**src/rtl/uart_pkg.sv**
```systemverilog
// Shared types and elaboration helpers for the UART transmit arbiter.
// Holds the FSM state enum, the byte width and the parameter legality check
// that uart_tx_arbiter evaluates at elaboration time.
package uart_pkg;

  localparam int unsigned BYTE_W = 8;

  typedef enum logic [1:0] {
    IDLE  = 2'd0,
    START = 2'd1,
    SEND  = 2'd2,
    GAP   = 2'd3
  } state_e;

  // Width of a requester index; a single requester still needs one bit.
  function automatic int unsigned id_width(input int unsigned num_req);
    return (num_req > 1) ? $clog2(num_req) : 1;
  endfunction

  // Counter must hold the larger of the frame and gap lengths.
  function automatic int unsigned cnt_width(input int unsigned frame_cycles,
                                            input int unsigned gap_cycles);
    int unsigned m;
    m = (frame_cycles > gap_cycles) ? frame_cycles : gap_cycles;
    return $clog2(m + 1);
  endfunction

  // Legal configuration: 1..16 requesters, frames of at least two cycles.
  function automatic bit params_ok(input int unsigned num_req,
                                   input int unsigned frame_cycles);
    return (num_req >= 1) && (num_req <= 16) && (frame_cycles >= 2);
  endfunction

endpackage

```
**src/rtl/rr_pick.sv**
```systemverilog
// One-hot winner selection among pending requesters, purely combinational.
// With UART_TX_ARB_RR_EN defined the search starts at ptr and wraps
// (round-robin); otherwise the lowest pending index wins and there is no
// pointer input.
// Ports:
//   req       - pending request vector
//   ptr       - search start index (round-robin build only)
//   grant     - one-hot winner, zero when nothing is pending
//   grant_idx - binary index of the winner
//   any_req   - at least one request pending
module rr_pick #(
  parameter int unsigned NUM_REQ = 4,
  parameter int unsigned ID_W    = 2
) (
  input  logic [NUM_REQ-1:0] req,
`ifdef UART_TX_ARB_RR_EN
  input  logic [ID_W-1:0]    ptr,
`endif
  output logic [NUM_REQ-1:0] grant,
  output logic [ID_W-1:0]    grant_idx,
  output logic               any_req
);

  logic            found;
  int              idx;
  logic [ID_W-1:0] sel;

  // First pending requester in search order wins.
  always_comb begin
    grant     = '0;
    grant_idx = '0;
    found     = 1'b0;
    idx       = 0;
    sel       = '0;
    for (int k = 0; k < int'(NUM_REQ); k++) begin
`ifdef UART_TX_ARB_RR_EN
      idx = (int'(ptr) + k) % int'(NUM_REQ);
`else
      idx = k;
`endif
      sel = ID_W'(idx);
      if (!found && req[sel]) begin
        found      = 1'b1;
        grant[sel] = 1'b1;
        grant_idx  = sel;
      end
    end
    any_req = found;
  end

endmodule

```
**src/rtl/uart_tx_arbiter.sv**
```systemverilog
// Shares one UART transmitter between NUM_REQ byte producers. In IDLE one
// pending requester is accepted, its byte is latched onto tx_byte and a
// single-cycle tx_start follows; all requesters are then held off for the
// frame plus an inter-frame gap.
// Build option: UART_TX_ARB_RR_EN selects round-robin arbitration; without it
// the lowest pending index always wins.
// Ports:
//   clock, reset - rising-edge clock, asynchronous active-high reset
//   req_valid    - per-requester byte pending
//   req_data     - requester i byte at [8i+7:8i]
//   req_ready    - one-hot accept, combinational, only in IDLE
//   tx_byte      - byte for the transmitter, held until the next acceptance
//   tx_start     - one-cycle start pulse
//   grant_id     - index of the last accepted requester
//   busy         - high from the start pulse to the end of the gap
module uart_tx_arbiter
  import uart_pkg::*;
#(
  parameter int unsigned NUM_REQ      = 4,
  parameter int unsigned FRAME_CYCLES = 10,
  parameter int unsigned GAP_CYCLES   = 1
) (
  input  logic                          clock,
  input  logic                          reset,
  input  logic [NUM_REQ-1:0]            req_valid,
  input  logic [BYTE_W*NUM_REQ-1:0]     req_data,
  output logic [NUM_REQ-1:0]            req_ready,
  output logic [BYTE_W-1:0]             tx_byte,
  output logic                          tx_start,
  output logic [id_width(NUM_REQ)-1:0]  grant_id,
  output logic                          busy
);

  localparam int unsigned ID_W       = id_width(NUM_REQ);
  localparam int unsigned CNT_W      = cnt_width(FRAME_CYCLES, GAP_CYCLES);
  localparam int unsigned FRAME_LOAD = FRAME_CYCLES - 1;
  localparam int unsigned GAP_LOAD   = (GAP_CYCLES > 0) ? GAP_CYCLES - 1 : 0;

  if (!params_ok(NUM_REQ, FRAME_CYCLES)) begin : g_bad_params
    $error("uart_tx_arbiter: NUM_REQ must be 1..16 and FRAME_CYCLES >= 2");
  end

  state_e             state_q, state_d;
  logic [CNT_W-1:0]   cnt_q, cnt_d;
  logic [BYTE_W-1:0]  byte_d;
  logic [ID_W-1:0]    gid_d;
  logic               tx_start_d;
  logic               busy_d;

  logic [NUM_REQ-1:0] pick_grant;
  logic [ID_W-1:0]    pick_idx;
  logic               pick_any;

`ifdef UART_TX_ARB_RR_EN
  logic [ID_W-1:0]    ptr_q, ptr_d;
`endif

  rr_pick #(
    .NUM_REQ (NUM_REQ),
    .ID_W    (ID_W)
  ) u_pick (
    .req       (req_valid),
`ifdef UART_TX_ARB_RR_EN
    .ptr       (ptr_q),
`endif
    .grant     (pick_grant),
    .grant_idx (pick_idx),
    .any_req   (pick_any)
  );

  // Accept only while idle; gated by reset so it is low during reset.
  assign req_ready = (state_q == IDLE && !reset) ? pick_grant : '0;

  // Next state, counter and output values. The counter is loaded at
  // acceptance and the START cycle counts as the first frame cycle, so
  // START + SEND together last exactly FRAME_CYCLES.
  always_comb begin
    state_d = state_q;
    cnt_d   = cnt_q;
    byte_d  = tx_byte;
    gid_d   = grant_id;
`ifdef UART_TX_ARB_RR_EN
    ptr_d   = ptr_q;
`endif
    case (state_q)
      IDLE: begin
        if (pick_any) begin
          state_d = START;
          cnt_d   = CNT_W'(FRAME_LOAD);
          byte_d  = req_data[32'(pick_idx)*BYTE_W +: BYTE_W];
          gid_d   = pick_idx;
`ifdef UART_TX_ARB_RR_EN
          ptr_d   = ID_W'((32'(pick_idx) + 32'd1) % NUM_REQ);
`endif
        end
      end
      START: begin
        state_d = SEND;
        cnt_d   = cnt_q - CNT_W'(1);
      end
      SEND: begin
        if (cnt_q == '0) begin
          if (GAP_CYCLES == 0) begin
            state_d = IDLE;
          end else begin
            state_d = GAP;
            cnt_d   = CNT_W'(GAP_LOAD);
          end
        end else begin
          cnt_d = cnt_q - CNT_W'(1);
        end
      end
      GAP: begin
        if (cnt_q == '0) state_d = IDLE;
        else             cnt_d   = cnt_q - CNT_W'(1);
      end
      default: state_d = IDLE;
    endcase
    tx_start_d = (state_d == START);
    busy_d     = (state_d != IDLE);
  end

  // State and registered outputs.
  always_ff @(posedge clock or posedge reset) begin
    if (reset) begin
      state_q  <= IDLE;
      cnt_q    <= '0;
      tx_byte  <= '0;
      grant_id <= '0;
      tx_start <= 1'b0;
      busy     <= 1'b0;
    end else begin
      state_q  <= state_d;
      cnt_q    <= cnt_d;
      tx_byte  <= byte_d;
      grant_id <= gid_d;
      tx_start <= tx_start_d;
      busy     <= busy_d;
    end
  end

`ifdef UART_TX_ARB_RR_EN
  // Priority pointer moves only on acceptance.
  always_ff @(posedge clock or posedge reset) begin
    if (reset) ptr_q <= '0;
    else       ptr_q <= ptr_d;
  end
`endif

endmodule
```
**config.mk**
```make
export PLATFORM = sky130hd
export DESIGN_NAME = uart_tx_arbiter
export DESIGN_NICKNAME = d
export VERILOG_FILES = /design/src/rtl/uart_pkg.sv /design/src/rtl/rr_pick.sv /design/src/rtl/uart_tx_arbiter.sv
export SDC_FILE = /design/constraint.sdc
export NUM_CORES = 1
export LEC_CHECK = 0
export ABC_AREA = 1
export CORE_MARGIN = 4
export CORE_UTILIZATION = 40
export CTS_BUF_LIST = sky130_fd_sc_hd__clkbuf_4 sky130_fd_sc_hd__clkbuf_8
export CTS_CLUSTER_SIZE = 14
export DETAILED_ROUTE_END_ITERATION = 10
export PLACE_DENSITY = 0.76
export SLEW_MARGIN = 20
export SYNTH_ARGS = -nofsm -noshare
export SYNTH_HDL_FRONTEND = slang
export SYNTH_SLANG_ARGS = --single-unit
```
**constraint.sdc**
```tcl
create_clock -name clock -period 1.7 [get_ports clock]
set_input_delay 0.255 -clock clock [delete_from_list [all_inputs] [get_ports clock]]
set_output_delay 0.255 -clock clock [all_outputs]
set_load 0.005 [all_outputs]
```
; ---- Word level (Yosys, flattened, before mapping)
; Index checks and enable logic that the tools add are counted.
[totals]
register_bits = 18
inputBits = 38
[op_classes]
n_addsub = 1
n_eq_ne = 6
shift = 1
mux = 19
n_reduce_logical = 13
[op_table]
columns = operator, n
row1 = 32-bit by 6-bit indexed part select with 8-bit output, 1
row2 = 4-bit 2-to-1 mux, 4
row3 = 4-bit one-hot mux with 4 select lines, 1
row4 = 2-bit 2-to-1 mux, 5
row5 = 1-bit 2-to-1 mux, 8
row6 = 2-bit one-hot mux with 4 select lines, 1
row7 = 2-bit by 1-bit equality test with 1-bit output (second input constant), 2
row8 = 2-bit equality test (second input constant), 2
row9 = 1-bit logical AND, 4
row10 = 1-bit zero test, 4
row11 = 4-bit zero test, 1
row12 = 2-bit != test (second input constant), 2
row13 = 2-bit AND reduction, 2
row14 = 4-bit by 1-bit subtractor with 4-bit output (second input constant), 1
row15 = 2-bit zero test, 1
row16 = 2-bit nonzero test, 1

; ---- Depth between registers and ports, before layout
[logic_depth]
depth_word = 13
ltp_mapped = 10

; ---- Cells and area by module
; Synthesis repeated with hierarchy kept, for this count alone.
[hier_totals]
cells_unflattened = 179
hier_area_um2 = 1187.4
[modules_own_cells]
columns = mod, instances, cells_per_inst, area_per_inst_um2, seq_area_each_um2
row1 = uart_tx_arbiter, 1, 166, 1124.8, 450.4
row2 = rr_pick, 1, 13, 62.6, 0.0

; ---- Worst setup path before layout
; Ideal clock, no wire load.
[synth_timing]
path_type = input-to-output
from = input reset
to = output req_ready[2]
arrival_time_ns = 1.083
setup_slack_ns = 0.362
path_stages = 3
n_path_buf = 0
cell_sequence = inv_1 nand2_1 nor4_1
[synth_between]
elab_chain_len = 3
[synth_rtl]
columns = element, line
row1 = from (decl), uart_tx_arbiter.sv:24  ; input logic reset,
row2 = 1-bit zero test (no source line), --
row3 = 1-bit logical AND, uart_tx_arbiter.sv:72  ; assign req_ready = (state_q == IDLE && !reset) ? pick_grant : '0;
row4 = 4-bit 2-to-1 mux, uart_tx_arbiter.sv:72
row5 = to (decl), uart_tx_arbiter.sv:27  ; output logic [NUM_REQ-1:0] req_ready,
; No other way between the ends.

; ---- Worst setup path in the final report
[layout_timing]
from = register state_q[1]
to = output req_ready[2]
[layout_between]
elab_chain_len = 3
[layout_rtl]
columns = element, line
row1 = from (decl), uart_tx_arbiter.sv:43  ; state_e state_q, state_d;
row2 = from (signal assigned), uart_tx_arbiter.sv:133  ; state_q <= state_d;
row3 = 2-bit zero test, uart_tx_arbiter.sv:72
row4 = 1-bit logical AND, uart_tx_arbiter.sv:72
row5 = 4-bit 2-to-1 mux, uart_tx_arbiter.sv:72
; No other way between the ends.

==> metrics.txt <==
area share of the leading cell type in the synthesized netlist 35.9%; Final #Nets 290; Final Max Slew Viols 0; power density over the cells around 1100 nW/um^2; worst-case register-to-register setup slack about 0.19 ns; number of nets with antenna violations after routing 0; area of combinational cells with multiple inputs roughly 600 sq um; clock tree from TritonCTS yes; number of rows in the core area 20; mean cell area of the mapped netlist between 6 and 7 sq um; maximum number of pins on one net before global-route repair 19; Arrival @ worst endpoint 1.38 ns; Floorplan Core Area around 3000 sq um; # IOs 54; critical path capture point req_ready[2]; cell with the most instances after synthesis sky130_fd_sc_hd__nand2_1; H-Tree Depth 1; Wirelength per Cell around 12 um; source of the critical timing path state_q[1]; first-pass GRT wire length roughly 5.5 mm; post-route fraction of the period consumed by the critical path between 90 and 100%; combined flip-flop and latch cell area roughly 450 sq um; CTS clock-pin slew for the worst setup and hold paths approximately 0.1 ns; path class of the lowest-slack min-delay path primary input to async pin; Distinct cells, synth 25; ys async rst share 100%; post-route DRC violation count 0; Detailed Route Iter0 Violations 57; post-route cell area about 2000 sq um; largest area contributor in the netlist sky130_fd_sc_hd__dfrtp_1; Max Clock Skew around 0.0053 ns; count of final setup violators 0; number of enable flip-flop cells after synthesis 0; share of final-layout standard cells stronger than drive strength 1 about 16%; number of global-route vias before repair roughly 1200; required time of the worst setup path roughly 1.4 ns; hold violation total from the final report 0; initial core utilization around two fifths; most area-consuming cells after synthesis sky130_fd_sc_hd__dfrtp_1, sky130_fd_sc_hd__nand2_1, sky130_fd_sc_hd__inv_1, sky130_fd_sc_hd__nand3_1, sky130_fd_sc_hd__o21ai_0; run status finished clean; total overflow reported by the global router 0; HPWL Detailed between 2 and 3 mm; FILL cells ~290; number of max-cap violations 0; unrepaired setup endpoints after global routing no; headroom to the max-slew limit around 73%; maximum clock rate 612 MHz; Leakage around 1 nW; path depth of the worst reg2reg path 10; clock insertion delay at the later pin of the skew report roughly 0.30 ns; VDD IR max 0.749 mV; cell at the root of the clock tree sky130_fd_sc_hd__clkbuf_4; critical path launch point type flip-flop; number of antenna diodes 0; Worst Max-Slew Pin Slew a little over 0.4 ns; clk sink count 18; Most used DFF post-synth sky130_fd_sc_hd__dfrtp_1; Setup crit end kind output port; number of antenna violations at the first check in global routing 0; final setup TNS 0 ns; Num CTS Buffers 3; total cell area at the placement stage 1880 sq um; total nets after synthesis 221; number of iterations in the first detailed-routing pass 4; synthesis-to-finish area growth 54.6%; via count of the routed design approximately 1300; Die Area between 4000 and 5000 sq um; post-detailed-routing wire length roughly 3.4 mm; crit path kind flip-flop to output port; number of I/O port buffers 53; critical register-to-register path startpoint state_q[1]; final RePlAce weighted congestion 0.826; die span in x approximately 64 um; warning count from the yosys run 0; Post-Syn Instances ~180; die span in y between 60 and 70 um; post-route minimum period 1.63 ns; Worst Path Max Fanout 4; end of the worst register-to-register path tx_byte[2]; Synth top cells by count sky130_fd_sc_hd__nand2_1, sky130_fd_sc_hd__inv_1, sky130_fd_sc_hd__nand3_1; share of the yosys chip area belonging to registers ~36%; Via density 4.38; overall routing resource usage 17.1%; total standard cell area after synthesis between 1000 and 1500 sq um; Max Buffers Root-to-Sink 2; flip-flop and latch count after synthesis 18
power breakdown:
group | internal (mW) | switching [mW]
Combinational | 0.626 | 0.522
Clock | 0.131 | 0.132
Sequential | 0.641 | 0.110
Total | 1.40 | 0.765
how the worst min path moves through the flow:
stage          startpoint          to  slack, ns  depth (start not counted)
3_5_place_dp   tx_byte[4]  tx_byte[4]       0.46                          2
2_1_floorplan       reset        busy       0.20                          1
5_1_grt             reset        busy       0.36                          3
4_1_cts             reset        busy       0.34                          3
3_3_place_gp   tx_byte[6]  tx_byte[6]       0.47                          2
6_report            reset  state_q[0]       0.33                          3
through the flow:
stage	hold WS [ns]	power [mW]	utilization, %	instances	worst slack [ns]
6_report	0.329	2.16	64.1	294	0.0663
5_1_grt	0.360	2.34	64.1	294	0.00135
4_1_cts	0.340	2.17	63.9	293	0.0452
3_5_place_dp	0.464	1.87	62.1	286	-0.177
3_3_place_gp	0.469	1.84	62.1	286	-0.155
2_1_floorplan	0.202	1.36	-	182	0.362
worst max-delay path, cell delays in order, from the launching register on:
cell and delay [ns]:
sky130_fd_sc_hd__dfrtp_1 0.40, sky130_fd_sc_hd__nor2_2 0.15, sky130_fd_sc_hd__nand2_2 0.10, sky130_fd_sc_hd__nor4_1 0.16
sky130_fd_sc_hd__dlygate4sd2_1 0.27
metal layers:
layer / vias up / wire, um / global-route usage, %
li1: 693 / - / -
met1: 551 / 1480 / 21.7
met2: 37 / 1700 / 29.2
met3: 7 / 155 / 3.51
met4: 0 / 52 / 4.85
met5: - / 0 / 0
layout make-up:
cell class                      instances  area share, %
Multi-Input combinational cell        119           31.3
Tap cell                               44           2.84
Clock buffer                            4           1.87
Timing Repair Buffer                   68           32.8
Sequential cell                        18           23.2
Inverter                               41           8.05
state kept, by name, indices dropped and copies added (netlist names):
| register | cells |
|---|---|
| state_q | 2 |
| tx_start | 1 |
| cnt_q | 4 |
| grant_id | 2 |
| tx_byte | 8 |
| busy | 1 |
what timing repair did:
item,in CTS,in global routing
setup buffers,3,1
hold buffers,0,0
pin swaps,1,0
setup endpoints to repair,4,1
resized for setup,6,0
cell usage in the layout, fill, tap and decap left out:
| cell type | Yosys | layout |
|---|---|---|
| sky130_fd_sc_hd__a21oi_1 | 3 | 3 |
| sky130_fd_sc_hd__a31oi_2 | 1 | 1 |
| sky130_fd_sc_hd__buf_4 | 1 | 15 |
| sky130_fd_sc_hd__clkbuf_4 | 0 | 3 |
| sky130_fd_sc_hd__clkbuf_8 | 0 | 1 |
| sky130_fd_sc_hd__clkdlybuf4s50_1 | 0 | 48 |
| sky130_fd_sc_hd__dfrtp_1 | 18 | 18 |
| sky130_fd_sc_hd__dlygate4sd2_1 | 0 | 5 |
| sky130_fd_sc_hd__ha_1 | 1 | 1 |
| sky130_fd_sc_hd__inv_1 | 37 | 37 |
| sky130_fd_sc_hd__inv_2 | 3 | 3 |
| sky130_fd_sc_hd__inv_4 | 1 | 1 |
| sky130_fd_sc_hd__nand2_1 | 52 | 51 |
| sky130_fd_sc_hd__nand2_2 | 6 | 7 |
| sky130_fd_sc_hd__nand2_4 | 2 | 2 |
| sky130_fd_sc_hd__nand3_1 | 19 | 19 |
| sky130_fd_sc_hd__nand3_2 | 1 | 1 |
| sky130_fd_sc_hd__nand3_4 | 1 | 1 |
| sky130_fd_sc_hd__nand3b_1 | 4 | 4 |
| sky130_fd_sc_hd__nor2_1 | 8 | 8 |
| sky130_fd_sc_hd__nor2_2 | 2 | 2 |
| sky130_fd_sc_hd__nor2_4 | 1 | 1 |
| sky130_fd_sc_hd__nor4_1 | 1 | 1 |
| sky130_fd_sc_hd__o21ai_0 | 8 | 8 |
| sky130_fd_sc_hd__o21ai_1 | 6 | 6 |
| sky130_fd_sc_hd__o21ai_2 | 1 | 1 |
| sky130_fd_sc_hd__xor2_1 | 2 | 2 |
logic make-up (layout without fill, tap and decap cells):
family,after synthesis,after routing,synth area share [%]
compound gates,19,19,8.47
fa+ha+maj,1,1,0.996
buf+inv,45,113,16.0
flops,18,18,35.9
xor+xnor,2,2,1.39
simple gates,97,97,37.3
Note: power is estimated with default switching activity, not from simulation.
